### src/rtl/if_layer_refrac_controller_pkg.sv
// Shared constants and width helpers for the IF layer refractory controller.
package if_layer_refrac_controller_pkg;

  localparam int DEFAULT_REFRAC = 5;

  function automatic int clog2(input int value);
    int r;
    int v;
    r = 0;
    v = value - 1;
    while (v > 0) begin
      r++;
      v = v >> 1;
    end
    return r;
  endfunction

  // Counter must hold 0..refrac; a REFRAC of 0 still gets a 1-bit counter.
  function automatic int cnt_width(input int refrac);
    int w;
    w = clog2(refrac + 1);
    return (w < 1) ? 1 : w;
  endfunction

endpackage

### src/rtl/if_layer_refrac_controller_if.sv
// Spike bus between the IF neuron array, this controller and the next layer.
interface if_layer_refrac_controller_if #(
  parameter int NUM_OUTPUTS = 4
);
  // No handshake: spike_in and ts_en are levels sampled at every clk edge with no
  // backpressure; spike_out is a 1-clk pulse per accepted spike, and neuron_rst /
  // refrac_active are registered levels valid every cycle.
  logic                   ts_en;
  logic [NUM_OUTPUTS-1:0] spike_in;
  logic [NUM_OUTPUTS-1:0] spike_out;
  logic [NUM_OUTPUTS-1:0] neuron_rst;
  logic [NUM_OUTPUTS-1:0] refrac_active;

  modport master (
    output ts_en,
    output spike_in,
    input  spike_out,
    input  neuron_rst,
    input  refrac_active
  );

  modport slave (
    input  ts_en,
    input  spike_in,
    output spike_out,
    output neuron_rst,
    output refrac_active
  );
endinterface

### src/rtl/if_layer_refrac_controller_refrac_counter.sv
// Per-neuron refractory down-counter: loads REFRAC on acceptance, saturates at 0.
module refrac_counter
  import if_layer_refrac_controller_pkg::*;
#(
  parameter int REFRAC = DEFAULT_REFRAC
) (
  input  logic clk,
  input  logic rst,
  input  logic load,
  input  logic dec,
  output logic cnt_next_nz,
  output logic active
);

  localparam int CNT_W = cnt_width(REFRAC);
  localparam logic [CNT_W-1:0] LOAD_VAL = CNT_W'(REFRAC);

  logic [CNT_W-1:0] cnt;
  logic [CNT_W-1:0] cnt_next;

  // A load wins over a decrement in the same cycle.
  always_comb begin
    cnt_next = cnt;
    if (load) begin
      cnt_next = LOAD_VAL;
    end else if (dec && (cnt != '0)) begin
      cnt_next = cnt - CNT_W'(1);
    end
  end

  always_ff @(posedge clk or posedge rst) begin
    if (rst) begin
      cnt <= '0;
    end else begin
      cnt <= cnt_next;
    end
  end

  assign cnt_next_nz = (cnt_next != '0);
  assign active      = (cnt != '0);

endmodule

### src/rtl/if_layer_refrac_controller.sv
// Reset/refractory controller for one IF layer: gates raw spikes, holds fired
// neurons in reset for REFRAC timesteps, optional lowest-index winner-take-all.
module if_layer_refrac_controller
  import if_layer_refrac_controller_pkg::*;
#(
  parameter int NUM_OUTPUTS = 4,
  parameter int REFRAC      = DEFAULT_REFRAC,
  parameter bit WTA_EN      = 1'b0
) (
  input  logic                        clk,
  input  logic                        rst,
  if_layer_refrac_controller_if.slave bus
);

  logic [NUM_OUTPUTS-1:0] cnt_active;
  logic [NUM_OUTPUTS-1:0] cnt_next_nz;
  logic [NUM_OUTPUTS-1:0] elig;
  logic [NUM_OUTPUTS-1:0] acc;
  logic                   inhib;

  logic [NUM_OUTPUTS-1:0] spike_out_q;
  logic [NUM_OUTPUTS-1:0] neuron_rst_q;
  logic [NUM_OUTPUTS-1:0] refrac_active_q;

  // Eligibility uses the pre-edge count, so a spike on the cycle the count
  // reaches zero is still dropped.
  always_comb begin
    elig  = bus.spike_in & ~cnt_active;
    inhib = WTA_EN & (|elig);
    acc   = elig;
    if (WTA_EN) begin
      // Two's-complement trick isolates the lowest set bit.
      acc = elig & (~elig + NUM_OUTPUTS'(1));
    end
  end

  for (genvar i = 0; i < NUM_OUTPUTS; i++) begin : g_cnt
    refrac_counter #(
      .REFRAC (REFRAC)
    ) u_cnt (
      .clk         (clk),
      .rst         (rst),
      .load        (acc[i]),
      .dec         (bus.ts_en),
      .cnt_next_nz (cnt_next_nz[i]),
      .active      (cnt_active[i])
    );
  end

  always_ff @(posedge clk or posedge rst) begin
    if (rst) begin
      spike_out_q     <= '0;
      neuron_rst_q    <= '1;
      refrac_active_q <= '0;
    end else begin
      spike_out_q     <= acc;
      neuron_rst_q    <= acc | {NUM_OUTPUTS{inhib}} | cnt_next_nz;
      refrac_active_q <= cnt_next_nz;
    end
  end

  assign bus.spike_out     = spike_out_q;
  assign bus.neuron_rst    = neuron_rst_q;
  assign bus.refrac_active = refrac_active_q;

endmodule

### src/flat_wrapper.sv
// flat-port wrapper written by rule: the top's interface ports become plain ports
module if_layer_refrac_controller_flat import if_layer_refrac_controller_pkg::*;
#(
  parameter int NUM_OUTPUTS = 4,
  parameter int REFRAC      = DEFAULT_REFRAC,
  parameter bit WTA_EN      = 1'b0
)
  (clk, rst, bus_ts_en, bus_spike_in, bus_spike_out, bus_neuron_rst, bus_refrac_active);
  if_layer_refrac_controller_if #(.NUM_OUTPUTS(NUM_OUTPUTS)) bus_i ();
  input  logic clk;
  input  logic rst;
  input wire logic [$bits(bus_i.ts_en)-1:0] bus_ts_en;
  input wire logic [$bits(bus_i.spike_in)-1:0] bus_spike_in;
  output wire logic [$bits(bus_i.spike_out)-1:0] bus_spike_out;
  output wire logic [$bits(bus_i.neuron_rst)-1:0] bus_neuron_rst;
  output wire logic [$bits(bus_i.refrac_active)-1:0] bus_refrac_active;
  assign bus_i.ts_en = bus_ts_en;
  assign bus_i.spike_in = bus_spike_in;
  assign bus_spike_out = bus_i.spike_out;
  assign bus_neuron_rst = bus_i.neuron_rst;
  assign bus_refrac_active = bus_i.refrac_active;
  if_layer_refrac_controller #(.NUM_OUTPUTS(NUM_OUTPUTS), .REFRAC(REFRAC), .WTA_EN(WTA_EN)) u_core (.clk(clk), .rst(rst), .bus(bus_i));
endmodule
### config.mk
export PLATFORM = sky130hd
export DESIGN_NAME = if_layer_refrac_controller_flat
export DESIGN_NICKNAME = d
export VERILOG_FILES = /design/src/rtl/if_layer_refrac_controller_pkg.sv /design/src/rtl/if_layer_refrac_controller_if.sv /design/src/rtl/if_layer_refrac_controller_refrac_counter.sv /design/src/rtl/if_layer_refrac_controller.sv /design/src/flat_wrapper.sv
export SDC_FILE = /design/constraint.sdc
export NUM_CORES = 1
export LEC_CHECK = 0
export BUFFER_PORTS_ARGS = -buffer_cell sky130_fd_sc_hd__buf_2
export CAP_MARGIN = 20
export CELL_PAD_IN_SITES_DETAIL_PLACEMENT = 1
export CELL_PAD_IN_SITES_GLOBAL_PLACEMENT = 1
export CORE_MARGIN = 1
export CORE_UTILIZATION = 40
export CTS_CLUSTER_SIZE = 25
export DETAILED_ROUTE_END_ITERATION = 12
export HOLD_SLACK_MARGIN = 0.02
export PLACE_DENSITY = 0.75
export RECOVER_POWER = 25
export SYNTH_ARGS = -nofsm -noshare
export SYNTH_HDL_FRONTEND = slang
export SYNTH_SLANG_ARGS = --single-unit
export TNS_END_PERCENT = 5
### constraint.sdc
create_clock -name clk -period 1.6 [get_ports clk]
set_input_delay 0.4 -clock clk [delete_from_list [all_inputs] [get_ports clk]]
set_output_delay 0.4 -clock clk [all_outputs]
set_load 0.02 [all_outputs]
==> results.txt <==
The run finished, with violations left. The final reports fail on design-rule violations. Hold repair after CTS inserted 0 buffers. The area occupied by registers is 606 um2. The number of warnings reported in the yosys synthesis log is 0. The number of global-route vias before repair is 1004. Overall power consumption after layout is estimated at 2.80 mW.

Counting every instance in the synthesized netlist gives 103. The slowest stage of the critical path is the dfrtp_1 cell. The overall die width came out at 57.7 um. The share of the cycle needed by the critical path after routing came out at 0.980. In the global route stage, overall resource usage came out at 0.171.

STA classifies the critical path startpoint as a register. The clock arrives with 5.02 ps of skew. The congestion estimate from routability-driven global placement came to 0.766. The clock reaches the later pin of the worst-skew pair after 310 ps. After synthesis, the mean cell area works out to 12.0 um2. The floorplan step defined a die boundary enclosing 3320 um2. For the final routed database, the setup TNS stands at 0 ps.

The number of failing hold endpoints at the final stage is 0. In this run the worst hold path is classified as in -> async. Input and output buffers added on the ports amount to 18. The number of standard cells in the final layout excluding fillers came out at 166. After layout, the minimum clock period comes to 1570 ps. The pin slew with the least headroom to its limit came out at 598 ps. For this run, the post-layout net count is 151. The library cells used most frequently in the layout, excluding fill and tap cells, are dfrtp_1, buf_2, buf_4.

Timing would allow up to 0.638 GHz. Max-cap violations in this run came to 0. The total area of multi-input combinational cells is 588 um2. The total CTS buffers came out at 3.

Walking the worst path, the cells encountered are inv_1 -> ha_1 -> nand2b_1 -> a2111oi_4 -> o22ai_1. The placement row count came out at 19. Counting buffers and inverters, the worst setup path is 5 cells deep. The headroom to the max-slew limit is 0.602. The pin count of the biggest net entering global routing is 25. The number of cells in the design after placement came out at 161. The net count after synthesis is 118. On the worst path, the slowest cell contributes a delay of 440 ps. The number of buffers on the longest clock path is 2. After the first detailed-routing iteration, the DRC count stood at 9.

The critical path buffer and inverter count is 1. CTS saw 24 sinks. The total overflow left after global routing is 0.

The final layout contains routed wiring with a total length of 2.79 mm. The number of slew-limit violations in the final report is 0. The required time reported for the critical path endpoint came out at 1810 ps. The worst setup path is captured at a register. The tree is rooted in a clkbuf_4.

The number of antenna diodes in the final layout is 0. The final number of setup-violating endpoints came out at 0. The number of top-level pins came out at 19. The clock transition at the register clock pins on the worst setup and hold paths after CTS is 140 ps. The post-route DRC violation count is 1.

After detailed routing, the number of vias per cell comes to 5.68. Detailed placement finished with a half-perimeter wire length of 1.99 mm. The effective utilization at floorplan is 0.434. The sequential-to-total area share from yosys stat came out at 0.489. The TritonCTS clock tree is yes. The number of antenna violations at the first check in global routing was 0.

The first global-routing pass estimated 4.39 mm of wire. Data arrives at the worst endpoint at 1770 ps. The routed wire length per instance is 16.8 um. The detail route stage leaves a number of antenna-violating nets equal to 0.

Counting distinct cell types in the post-synthesis netlist gives 25. Dividing total power by cell area gives a power density of 1850 nW/um2. Leaving out fill and tap cells, the most frequent cell in the layout is dfrtp_1. Of all nets on the critical path, the largest fanout is 6. In the final layout, the share of cells above drive strength 1 is 0.356. After filler insertion, the fill cell instance count of the layout stands at 309. On the critical path the largest part of the delay comes from compound AO/OA/AOI/OAI gates. The layout-stage area growth over the synthesis result is 22.0%. The number of storage elements in the synthesis netlist is 24.

In this run the number of H-tree levels came out at 1. The floorplan step set the die height to 57.7 um. The leakage power of the design is 0.705 nW.

The worst vdd rail ir drop came out at 0.804 mV. The first detailed-routing pass ran for 9 iterations. The post-synth design cell area is 1240 um2. The total vias in the final route is 943.

Setup repair after global routing could not meet its margin everywhere. The worst reg-to-reg path cell count came out at 5. The setup path with the least slack is of type reg -> reg.

The standard cell core area is 2850 um2.
[metrics by stage]
| stage | area, um2 | setup slack, ps | util | hold WS [ps] |
|---|---|---|---|---|
| 2_1_floorplan | 1240 | 56.4 | - | 412 |
| 3_3_place_gp | 1430 | 109 | 0.501 | 456 |
| 3_5_place_dp | 1430 | 21.6 | 0.501 | 460 |
| 4_1_cts | 1480 | 2.53 | 0.520 | 98.8 |
| 5_1_grt | 1510 | -34.2 | 0.530 | 274 |
| 6_report | 1510 | 32.6 | 0.530 | 199 |
[final timing paths]
kind | startpoint | to | slack, ps
setup / recovery | u_core.g_cnt[1].u_cnt.cnt[1] | u_core.bus.refrac_active[1] | 30
max in group asynchronous | rst | u_core.bus.spike_out[3] | 1010
min in group clk | bus_spike_in[0] | u_core.g_cnt[0].u_cnt.cnt[2] | 380
setup reg to reg | u_core.g_cnt[1].u_cnt.cnt[1] | u_core.bus.refrac_active[1] | 30
hold / removal | rst | u_core.g_cnt[1].u_cnt.cnt[2] | 200
hold reg to reg | u_core.g_cnt[0].u_cnt.cnt[1] | u_core.bus.refrac_active[0] | 590
[layer usage]
layer | vias to the layer above | share of wire | track usage | routed length [um]
li1 | 457 | - | - | -
met1 | 472 | 0.43 | 0.198 | 1200
met2 | 12 | 0.55 | 0.334 | 1520
met3 | 2 | 0.015 | 0.0268 | 43
met4 | 0 | 0.0068 | 0.0306 | 19
met5 | - | 0 | 0 | 0
[logic make-up (layout without fill, tap and decap cells)]
kind of cell,after synthesis,after routing,synth area share
buffers and inverters,13,45,0.0556
DFF,24,24,0.489
adders and majority gates,8,8,0.0808
and+or+nand+nor,24,24,0.136
AOI/OAI and AO/OA,34,34,0.238
[worst reg2reg max path: cells and delay by family (launching register included)]
kind	cells	cell delay (ps)
AOI/OAI and AO/OA	2	520
adders and majority gates	1	200
buffers and inverters	1	100
DFF	1	440
and+or+nand+nor	1	200
[cells in the mapped netlist (all sizes together)]
cell type,count,area (um2)
nor2,4,15.0
a31oi,4,25.0
o2111a,1,11.3
and4,3,26.3
o22ai,8,50.1
nand3b,2,15.0
and3b,7,61.3
inv,9,33.8
o211a,1,10.0
a2111oi,4,85.1
a311oi,2,17.5
dfstp,4,105
and3,3,18.8
a211oi,7,52.6
ha,8,100
dfrtp,20,500
nand2b,4,25.0
a21o,2,15.0
buf,4,35.0
and2b,1,7.51
a21oi,4,20.0
a221oi,1,8.76
[where the power goes]
group | internal (mW) | total, mW | switching (mW)
combinational | 0.601 | 1.37 | 0.772
clock | 0.253 | 0.447 | 0.194
sequential | 0.858 | 0.982 | 0.124
total | 1.71 | 2.80 | 1.09
[registers in the layout, summed over array words and instances (netlist names)]
| register | flops |
|---|---|
| u_core.bus.refrac_active | 4 |
| u_core.g_cnt.u_cnt.cnt | 12 |
| u_core.bus.spike_out | 4 |
| u_core.bus.neuron_rst | 4 |
[final cells by class]
class                           count  share of cell area
Sequential cell                    24               0.401
Multi-Input combinational cell     66               0.389
Timing Repair Buffer               32               0.127
Tap cell                           31              0.0257
Inverter                            9              0.0224
Clock inverter                      1              0.0199
Clock buffer                        3              0.0149
[timing repair]
| item | CTS | global route |
|---|---|---|
| gates resized for setup | 0 | 5 |
| endpoints found under the setup margin | 0 | 8 |
| buffers inserted | 0 | 1 |
Note: power is estimated with default switching activity, not from simulation.
